### config.mk
export PLATFORM = sky130hd
export DESIGN_NAME = crc16_link_arbiter_flat
export DESIGN_NICKNAME = d
export VERILOG_FILES = /design/src/rtl/crc16_link_arbiter_if.sv /design/src/rtl/crc16_link_arbiter.sv /design/src/flat_wrapper.sv
export SDC_FILE = /design/constraint.sdc
export NUM_CORES = 1
export LEC_CHECK = 0
export BUFFER_PORTS_ARGS = -buffer_cell sky130_fd_sc_hd__buf_4
export CORE_ASPECT_RATIO = 1.1
export CORE_MARGIN = 3
export CORE_UTILIZATION = 45
export CTS_CLUSTER_SIZE = 12
export DETAILED_ROUTE_END_ITERATION = 16
export HOLD_SLACK_MARGIN = 0.08
export PLACE_DENSITY_LB_ADDON = 0.12
export SLEW_MARGIN = 40
export SYNTH_ARGS = -nofsm -noshare
export SYNTH_HDL_FRONTEND = slang
export SYNTH_SLANG_ARGS = --single-unit
### constraint.sdc
create_clock -name clk_i -period 2.47 [get_ports clk_i]
set_input_delay 0.6175 -clock clk_i [delete_from_list [all_inputs] [get_ports clk_i]]
set_output_delay 0.6175 -clock clk_i [all_outputs]
set_load 0.01 [all_outputs]
### src/rtl/crc16_link_arbiter_if.sv
// Requester-side bundle of the CRC-16 link arbiter:
// strobe, requests, messages and the serial link outputs.
interface crc16_link_arbiter_if #(
   parameter int N_REQ = 4,
   parameter int MSG_W = 64
);
   logic                   en_i;
   logic [N_REQ-1:0]       req_i;
   logic [N_REQ*MSG_W-1:0] msg_flat_i;
   logic [N_REQ-1:0]       grant_o;
   logic [N_REQ-1:0]       done_o;
   logic                   busy_o;
   logic                   ser_out_o;
   logic                   ser_valid_o;

   modport master (
      output en_i, req_i, msg_flat_i,
      input  grant_o, done_o, busy_o,
      input  ser_out_o, ser_valid_o
   );

   modport slave (
      input  en_i, req_i, msg_flat_i,
      output grant_o, done_o, busy_o,
      output ser_out_o, ser_valid_o
   );
endinterface

### src/rtl/crc16_link_arbiter.sv
// Round-robin owner of one bit-serial CRC-16 link: message LSB first,
// then the complemented CRC-16 (poly 0x8005) remainder MSB first.
module crc16_link_arbiter #(
   parameter int N_REQ = 4,
   parameter int MSG_W = 64
) (
   input  logic                  clk_i,
   input  logic                  rst_i,
   crc16_link_arbiter_if.slave   link
);
   localparam int LW = (N_REQ > 1) ? $clog2(N_REQ) : 1;
   localparam int CW = $clog2(MSG_W);
   localparam logic [15:0] POLY = 16'h8005;

   typedef enum logic [1:0] {
      IDLE,
      BODY,
      REM,
      GAP
   } state_e;

   state_e           state_q;
   logic [MSG_W-1:0] msg_q;
   logic [15:0]      crc_q;
   logic [15:0]      rem_q;
   logic [CW-1:0]    cnt_q;
   logic [LW-1:0]    last_q;
   logic [N_REQ-1:0] grant_q;
   logic [N_REQ-1:0] done_q;
   logic             ser_out_q;
   logic             ser_valid_q;

   logic [LW-1:0]    win;
   logic             hit;
   int               idx;
   logic [MSG_W-1:0] msg_sel;
   logic [CW-1:0]    cnt_inc;
   logic             fb;
   logic [15:0]      crc_d;

   // Scan far-to-near so the nearest set request after last_q wins.
   always_comb begin
      win = last_q;
      hit = 1'b0;
      idx = 0;
      for (int k = N_REQ; k >= 1; k--) begin
         idx = (int'(last_q) + k) % N_REQ;
         if (link.req_i[idx[LW-1:0]]) begin
            win = idx[LW-1:0];
            hit = 1'b1;
         end
      end
   end

   assign msg_sel = link.msg_flat_i[int'(win)*MSG_W +: MSG_W];
   assign cnt_inc = cnt_q + CW'(1);
   assign fb      = crc_q[15] ^ msg_q[cnt_q];
   assign crc_d   = {crc_q[14:0], 1'b0} ^ (fb ? POLY : 16'h0000);

   always_ff @(posedge clk_i) begin
      if (rst_i) begin
         state_q     <= IDLE;
         msg_q       <= '0;
         crc_q       <= 16'hFFFF;
         rem_q       <= '0;
         cnt_q       <= '0;
         last_q      <= LW'(N_REQ - 1);
         grant_q     <= '0;
         done_q      <= '0;
         ser_out_q   <= 1'b0;
         ser_valid_q <= 1'b0;
      end else begin
         done_q <= '0;
         if (link.en_i) begin
            unique case (state_q)
               IDLE: begin
                  if (hit) begin
                     msg_q       <= msg_sel;
                     grant_q     <= N_REQ'(1) << win;
                     last_q      <= win;
                     crc_q       <= 16'hFFFF;
                     cnt_q       <= '0;
                     ser_out_q   <= msg_sel[0];
                     ser_valid_q <= 1'b1;
                     state_q     <= BODY;
                  end
               end
               BODY: begin
                  crc_q <= crc_d;
                  if (cnt_q == CW'(MSG_W - 1)) begin
                     rem_q     <= ~crc_d;
                     ser_out_q <= ~crc_d[15];
                     cnt_q     <= '0;
                     state_q   <= REM;
                  end else begin
                     cnt_q     <= cnt_inc;
                     ser_out_q <= msg_q[cnt_inc];
                  end
               end
               REM: begin
                  rem_q     <= {rem_q[14:0], 1'b0};
                  ser_out_q <= rem_q[14];
                  cnt_q     <= cnt_inc;
                  if (cnt_q == CW'(15)) begin
                     ser_out_q   <= 1'b0;
                     ser_valid_q <= 1'b0;
                     state_q     <= GAP;
                  end
               end
               GAP: begin
                  done_q  <= grant_q;
                  grant_q <= '0;
                  state_q <= IDLE;
               end
               default: state_q <= IDLE;
            endcase
         end
      end
   end

   assign link.grant_o     = grant_q;
   assign link.done_o      = done_q;
   assign link.busy_o      = (state_q != IDLE);
   assign link.ser_out_o   = ser_out_q;
   assign link.ser_valid_o = ser_valid_q;
endmodule

### src/flat_wrapper.sv
// flat-port wrapper written by rule: the top's interface ports become plain ports
module crc16_link_arbiter_flat 
#(
   parameter int N_REQ = 4,
   parameter int MSG_W = 64
)
  (clk_i, rst_i, link_en_i, link_req_i, link_msg_flat_i, link_grant_o, link_done_o, link_busy_o, link_ser_out_o, link_ser_valid_o);
  crc16_link_arbiter_if #(.N_REQ(N_REQ), .MSG_W(MSG_W)) link_i ();
  input  logic clk_i;
  input  logic rst_i;
  input wire logic [$bits(link_i.en_i)-1:0] link_en_i;
  input wire logic [$bits(link_i.req_i)-1:0] link_req_i;
  input wire logic [$bits(link_i.msg_flat_i)-1:0] link_msg_flat_i;
  output wire logic [$bits(link_i.grant_o)-1:0] link_grant_o;
  output wire logic [$bits(link_i.done_o)-1:0] link_done_o;
  output wire logic [$bits(link_i.busy_o)-1:0] link_busy_o;
  output wire logic [$bits(link_i.ser_out_o)-1:0] link_ser_out_o;
  output wire logic [$bits(link_i.ser_valid_o)-1:0] link_ser_valid_o;
  assign link_i.en_i = link_en_i;
  assign link_i.req_i = link_req_i;
  assign link_i.msg_flat_i = link_msg_flat_i;
  assign link_grant_o = link_i.grant_o;
  assign link_done_o = link_i.done_o;
  assign link_busy_o = link_i.busy_o;
  assign link_ser_out_o = link_i.ser_out_o;
  assign link_ser_valid_o = link_i.ser_valid_o;
  crc16_link_arbiter #(.N_REQ(N_REQ), .MSG_W(MSG_W)) u_core (.clk_i(clk_i), .rst_i(rst_i), .link(link_i));
endmodule
Yosys cells after proc, flatten, opt, wreduce, memory -nomap -nowiden
Cells that the tools add are included.

Register bits: 115. Input bits: 263. Logic and storage cells: 93.

Add/sub/neg operators: 5. $lt $le $gt $ge: 6. Eq/ne operators: 8. Shift-type cells: 2. Multiplexer cells: 41. Bitwise operators: 6. Reductions and logical operators: 15.

Operators by type and width (count): $shiftx A256 B9 Y64 (1); $mux W16 (2); $pmux W16 S2 (1); $pmux W15 S2 (1); $pmux W6 S3 (1); $xor A16 B16 Y16 (1); $mux W1 (15); $mux W15 (1); $not A15 Y15 (1); $reduce_and A3 Y1 (5); $lt A6 B7 Y1 const B (2); $mux W2 (7); $bmux W1 S6 (2); $lt A2 B3 Y1 const B (4); $mux W6 (2); $reduce_bool A2 Y1 (5); $bmux W1 S2 (4); $pmux W2 S4 (1); $pmux W4 S2 (1); $reduce_and A4 Y1 (2); $add A6 B1 Y6 const B (1); $eq A6 B4 Y1 const B (1); $eq A6 B6 Y1 const B (1); $ne A2 B1 Y1 const B (3); 13 further kinds (18).

Logic depth before layout (Yosys ltp)
Word-level depth: 10. Depth in mapped cells: 9. Depth with buffers taken out: 8.

Least setup slack after synthesis
Ideal clock, no wire load.

Path type: register to register. Start: reg u_core.cnt_q[1]. End: reg u_core.ser_out_q, in the netlist u_core.link.ser_out_o. Arrival: 2.576 ns. Required time: 2.350 ns. Setup slack: -0.226 ns. Cell stages (with the launch flop): 10. Path buffers: 2. Clock period less this slack: 2.696 ns. Path through: dfxtp_1 > ha_1 > clkbuf_1 > buf_2 > mux4_2 > mux2i_1 > a21oi_1 > mux2i_1 > o22ai_1 > o31a_1.

Cells in the longest elaborated chain, start to end: 8. Elaborated cells on any way between the ends: 14.

RTL lines: from (decl) (line crc16_link_arbiter.sv:26) `logic [CW-1:0] cnt_q;`; from (signal assigned) (line crc16_link_arbiter.sv:96) `cnt_q <= cnt_inc;`; from (signal assigned) (line crc16_link_arbiter.sv:103) `cnt_q <= cnt_inc;`; parallel branches: the longest is 7 deep, another holds $add A6 B1 Y6; $pmux W1 S3 (*) (line crc16_link_arbiter.sv:75) `unique case (state_q)`; to (signal assigned) (line crc16_link_arbiter.sv:83) `ser_out_q <= msg_sel[0];`; to (signal assigned) (line crc16_link_arbiter.sv:92) `ser_out_q <= ~crc_d[15];`; to (signal assigned) (line crc16_link_arbiter.sv:97) `ser_out_q <= msg_q[cnt_inc];`; to (decl) (line crc16_link_arbiter.sv:30) `logic ser_out_q;`.

Mark *: on every way between the ends. The select of a mux whose other input is x is not followed. A chain may end at the register's enable or synchronous reset.

Worst setup path after layout
Start: reg u_core.cnt_q[1]. End: reg u_core.crc_q[15].

Cells in the longest elaborated chain, start to end: 6.

RTL lines: $bmux W1 S6 (line crc16_link_arbiter.sv:57) `assign fb = crc_q[15] ^ msg_q[cnt_q];`; $mux W1 (implied by the code) (line crc16_link_arbiter.sv:57); $xor A1 B1 Y1 (line crc16_link_arbiter.sv:57); $mux W16 (line crc16_link_arbiter.sv:58) `assign crc_d = {crc_q[14:0], 1'b0} ^ (fb ? POLY : 16'h0000);`; $xor A16 B16 Y16 (line crc16_link_arbiter.sv:58); $pmux W16 S2 (line crc16_link_arbiter.sv:75); to (signal assigned) (line crc16_link_arbiter.sv:89) `crc_q <= crc_d;`; to (decl) (line crc16_link_arbiter.sv:24) `logic [15:0] crc_q;`.

Every way passes these cells. The select of a mux whose other input is x is not followed.

==> results by stage <==
Critical path:
- Walking the worst path, the cells encountered are buf_12 > mux4_2 > o21ai_2 > o32ai_2 > o211a_1 > a2111oi_4 > and4bb_1 > nor3_2.
- The critical path class is reg -> reg.
- The peak fanout along the critical path is 6.
- The data arrival time of the worst path is 2.80 ns.
- The destination of the worst register-to-register timing path is u_core.crc_q[15].
- The slowest cell on the critical path is mux4_2.
- STA puts the critical path data required time at 2.77 ns.
- The worst setup path is launched from a flip-flop.
- Counting cells, the worst reg-to-reg path comes to 8.
- In this run the register-to-register setup slack is -0.04 ns.
- The stage delay of the slowest cell on the critical path is 0.52 ns.
- STA classifies the critical path endpoint as a flip-flop.
- The worst register-to-register path begins at u_core.cnt_q[1].

Clocking:
- Counting every sink on the clock net gives 115.
- The clock passes through at most 2 buffers.
- The master cell of the clock root buffer is clkbuf_16.
- Buffers inserted during clock tree synthesis total 17.
- The CTS clock-pin slew for the worst setup and hold paths is 0.05 ns.
- The clock latency reported for the late side of the worst-skew pair is 0.42 ns.
- TritonCTS built the clock tree.
- The deepest level of the CTS H-tree is 4.

Finish:
- The area growth from synthesis to layout is 46.5%.
- The final layout contains 1293 nets.
- 0 antenna diodes ended up in the layout.
- Cells with a size suffix above 1 make up 46.4% of the layout.
- In the layout the commonest cells are 317 x buf_4, 141 x nand2_1, 114 x dfxtp_1.
- The library cell used most frequently in the layout, excluding fill and tap cells, is buf_4.

Min path:
- The launch instance of the worst min-delay path is u_core.msg_q[45].
- The path with the worst hold slack has its endpoint at u_core.msg_q[45].
- The worst hold path passes through 2 cells.
- The path type of the worst min-delay path is reg -> reg.

Global routing:
- The global-route wire length before repair is 36000 um.
- The number of global-route vias before repair was 7224.
- The number of antenna violations at the first check in global routing was 0.
- The maximum number of pins on one net before global-route repair is 65.
- The leftover overflow at the end of global routing is 0.
- Global routing used 25.6% of the available tracks.

Die:
- The width of the die is 126 um.
- The overall die area is 0.0175 mm^2.
- Once the floorplan was initialized, standard cells occupied 46.8% of the core.
- The height of the die is 139 um.
- Row generation in the floorplan step produced 47 rows.
- 274 I/O pins were placed.
- The core region is 0.0153 mm^2.

Detailed routing:
- Detailed routing inserted a total of 6928 vias.
- The count of nets left with antenna violations after detail routing is 0.
- For this run, design rule violations remaining after detail routing come to 0.
- Dividing the detail-routed via count by the number of cells gives 5.62.
- For this block, the initial DRC count from the detailed router was 308.
- The top layer used by detailed routing is met4.
- The average routed wire per standard cell is 18.3 um.
- Before antenna repair, the detailed router went through 4 iterations.
- The detailed-routing wirelength on met1 is 8530 um.
- In the detailed route, the total length drawn on met3 is 1270 um.
- The met2 routed wirelength is 12200 um.
- For this block, the routed nets add up to 22500 um of wire.

Status:
- The run finished, with violations left.
- The checks that failed: negative setup slack.

Pwr:
- For this design the ratio of total power to cell area is 650 mW/mm^2.
- The peak supply drop is 0.466 mV.
- The analysis attributes to cell leakage a power of 0.00430 uW.

STA:
- The routed design could run at a clock period as short as 2.51 ns.
- The final critical path takes up 102% of the cycle.
- Across all hold checks on the routed design, the worst slack comes to 0.471 ns.
- The final-report setup violation count is 2.
- The clock skew after layout is 0.00675 ns.
- The worst relative slew slack is 48.6%.
- In the post-route analysis, the smallest setup slack over all paths is -0.0391 ns.
- At the pin with the least slew margin, the transition time is 0.769 ns.
- The final number of max-transition violations is 0.
- Setup repair after global routing could not meet its margin everywhere.
- The count of endpoints failing hold in the final timing report is 0.
- The aggregate negative setup slack is -0.0743 ns.
- The fmax is 399 MHz.

Synthesis:
- The primary flip-flop cell chosen by synthesis mapping is dfxtp_1.
- The sequential area share after synthesis is 32.0%.
- Of all flip-flops after synthesis, the portion carrying an async set or reset was 0%.
- The Yosys step of the flow raised 0 warnings.
- The number of different library cells used by synthesis comes to 56.
- Dividing the synthesized area by the synthesized cell count gives 9.74 um^2.
- The area share of the largest cell type after synthesis is 32.0%.
- The post-synthesis net count is 1007.
- The register bit total from synthesis is 115.
- The synthesized design contains 0 enable-type register cells.
- The library cell with the largest summed area after synthesis is dfxtp_1.
- The netlist area before placement is 0.00719 mm^2.
- After synthesis, the cell types taking the most area are dfxtp_1 32%, mux4_2 28%, nand2_1 7.4%.
- The gate count after technology mapping is 738.

Place:
- Detailed placement ended at an HPWL of 17100 um.
- Routability-driven placement finished with a final weighted congestion of 0.836.
- The count of buffers from port buffering is 273.

Job:
- The number of violations of the max-capacitance limit is 0.
[cell type report]
type / count / area (um^2)
clock buffer: 21 / 470
inverter: 9 / 33.8
sequential: 115 / 2310
fill: 1229 / 4820
clock inverter: 10 / 155
timing repair buffer: 331 / 2650
multi-input combinational: 550 / 4670
tap: 196 / 245
[metal layers]
metal | vias up | global-route usage [%]
li1 | 3323 | -
met1 | 3364 | 29.2
met2 | 205 | 46.0
met3 | 36 | 7.20
met4 | 0 | 8.02
met5 | - | 0
[cells in the mapped netlist, types with 5 or more instances]
library cell and number:
dfxtp_1 115, nor2_1 59, nor4_1 6, and2_1 5
clkbuf_1 45, mux4_2 89, buf_2 12, nand2b_1 18
a21oi_1 90, nor2b_1 10, mux2i_1 9, o21ai_0 11
o22ai_1 16, nand2_1 141, ha_1 6, a211oi_1 18
nor3_1 11, inv_1 9
[where the power goes]
| group | leakage (uW) | internal [uW] | switching (uW) |
|---|---|---|---|
| Clock | 0.000305 | 1750 | 848 |
| Combinational | 0.00306 | 1160 | 877 |
| Sequential | 0.000941 | 2050 | 158 |
| Total | 0.00430 | 4960 | 1880 |
[critical path: cells and delay by family (launching register included)]
kind / cells / cell delay (ns)
simple gates: 2 / 0.31
compound gates: 4 / 1.00
flops: 1 / 0.40
buf+inv: 1 / 0.14
mux: 1 / 0.52
[repair_timing]
action                     in CTS  in global routing
cloned                          0                  1
setup endpoints to repair       4                  6
gates resized for setup        13                 10
hold buffers                    0                  0
buffers inserted                3                  5
pin swaps                       8                 11
hold endpoints to repair        0                  0
[state kept, by name (all words and copies together) (netlist names)]
name / flops
u_core.cnt_q: 6
u_core.crc_q: 16
u_core.last_q: 2
u_core.link.done_o: 4
u_core.link.grant_o: 4
u_core.link.ser_out_o: 1
u_core.link.ser_valid_o: 1
u_core.msg_q: 64
u_core.rem_q: 15
u_core.state_q: 2
[kinds of logic after synthesis]
| kind of cell | count (synthesis) | share of synthesized area, % |
|---|---|---|
| adders and majority gates | 6 | 1.04 |
| xor gates and xnor gates | 7 | 0.853 |
| DFF | 115 | 32.0 |
| AOI/OAI and AO/OA | 163 | 13.9 |
| and+or+nand+nor | 268 | 16.6 |
| buffers and inverters | 73 | 4.28 |
| muxes | 106 | 31.2 |
[worst max-delay path by stage]
stage                     from               endpoint  slack [ns]  cells past startpoint
6_report       u_core.cnt_q[1]       u_core.crc_q[15]       -0.04                      8
5_1_grt        u_core.cnt_q[1]       u_core.crc_q[15]       -0.15                      8
4_1_cts        u_core.cnt_q[1]  u_core.link.ser_out_o       -0.03                      9
3_3_place_gp     link_req_i[1]        u_core.msg_q[3]       -0.12                      9
2_1_floorplan    link_req_i[1]       u_core.msg_q[10]        0.05                      8
3_5_place_dp     link_req_i[1]  u_core.link.ser_out_o       -0.11                      9
[metrics by stage]
stage          utilization [%]  setup slack (ns)  std cells  power, uW  cell area (um^2)
2_1_floorplan                -            0.0451        738       3500              7210
3_3_place_gp              63.5            -0.116       1192       4230              9740
3_5_place_dp              63.5            -0.114       1192       4270              9740
4_1_cts                   68.1           -0.0320       1226       6880             10400
5_1_grt                   68.6            -0.154       1232       7170             10500
6_report                  68.6           -0.0391       1232       6840             10500
Note: power is estimated with default switching activity, not from simulation.
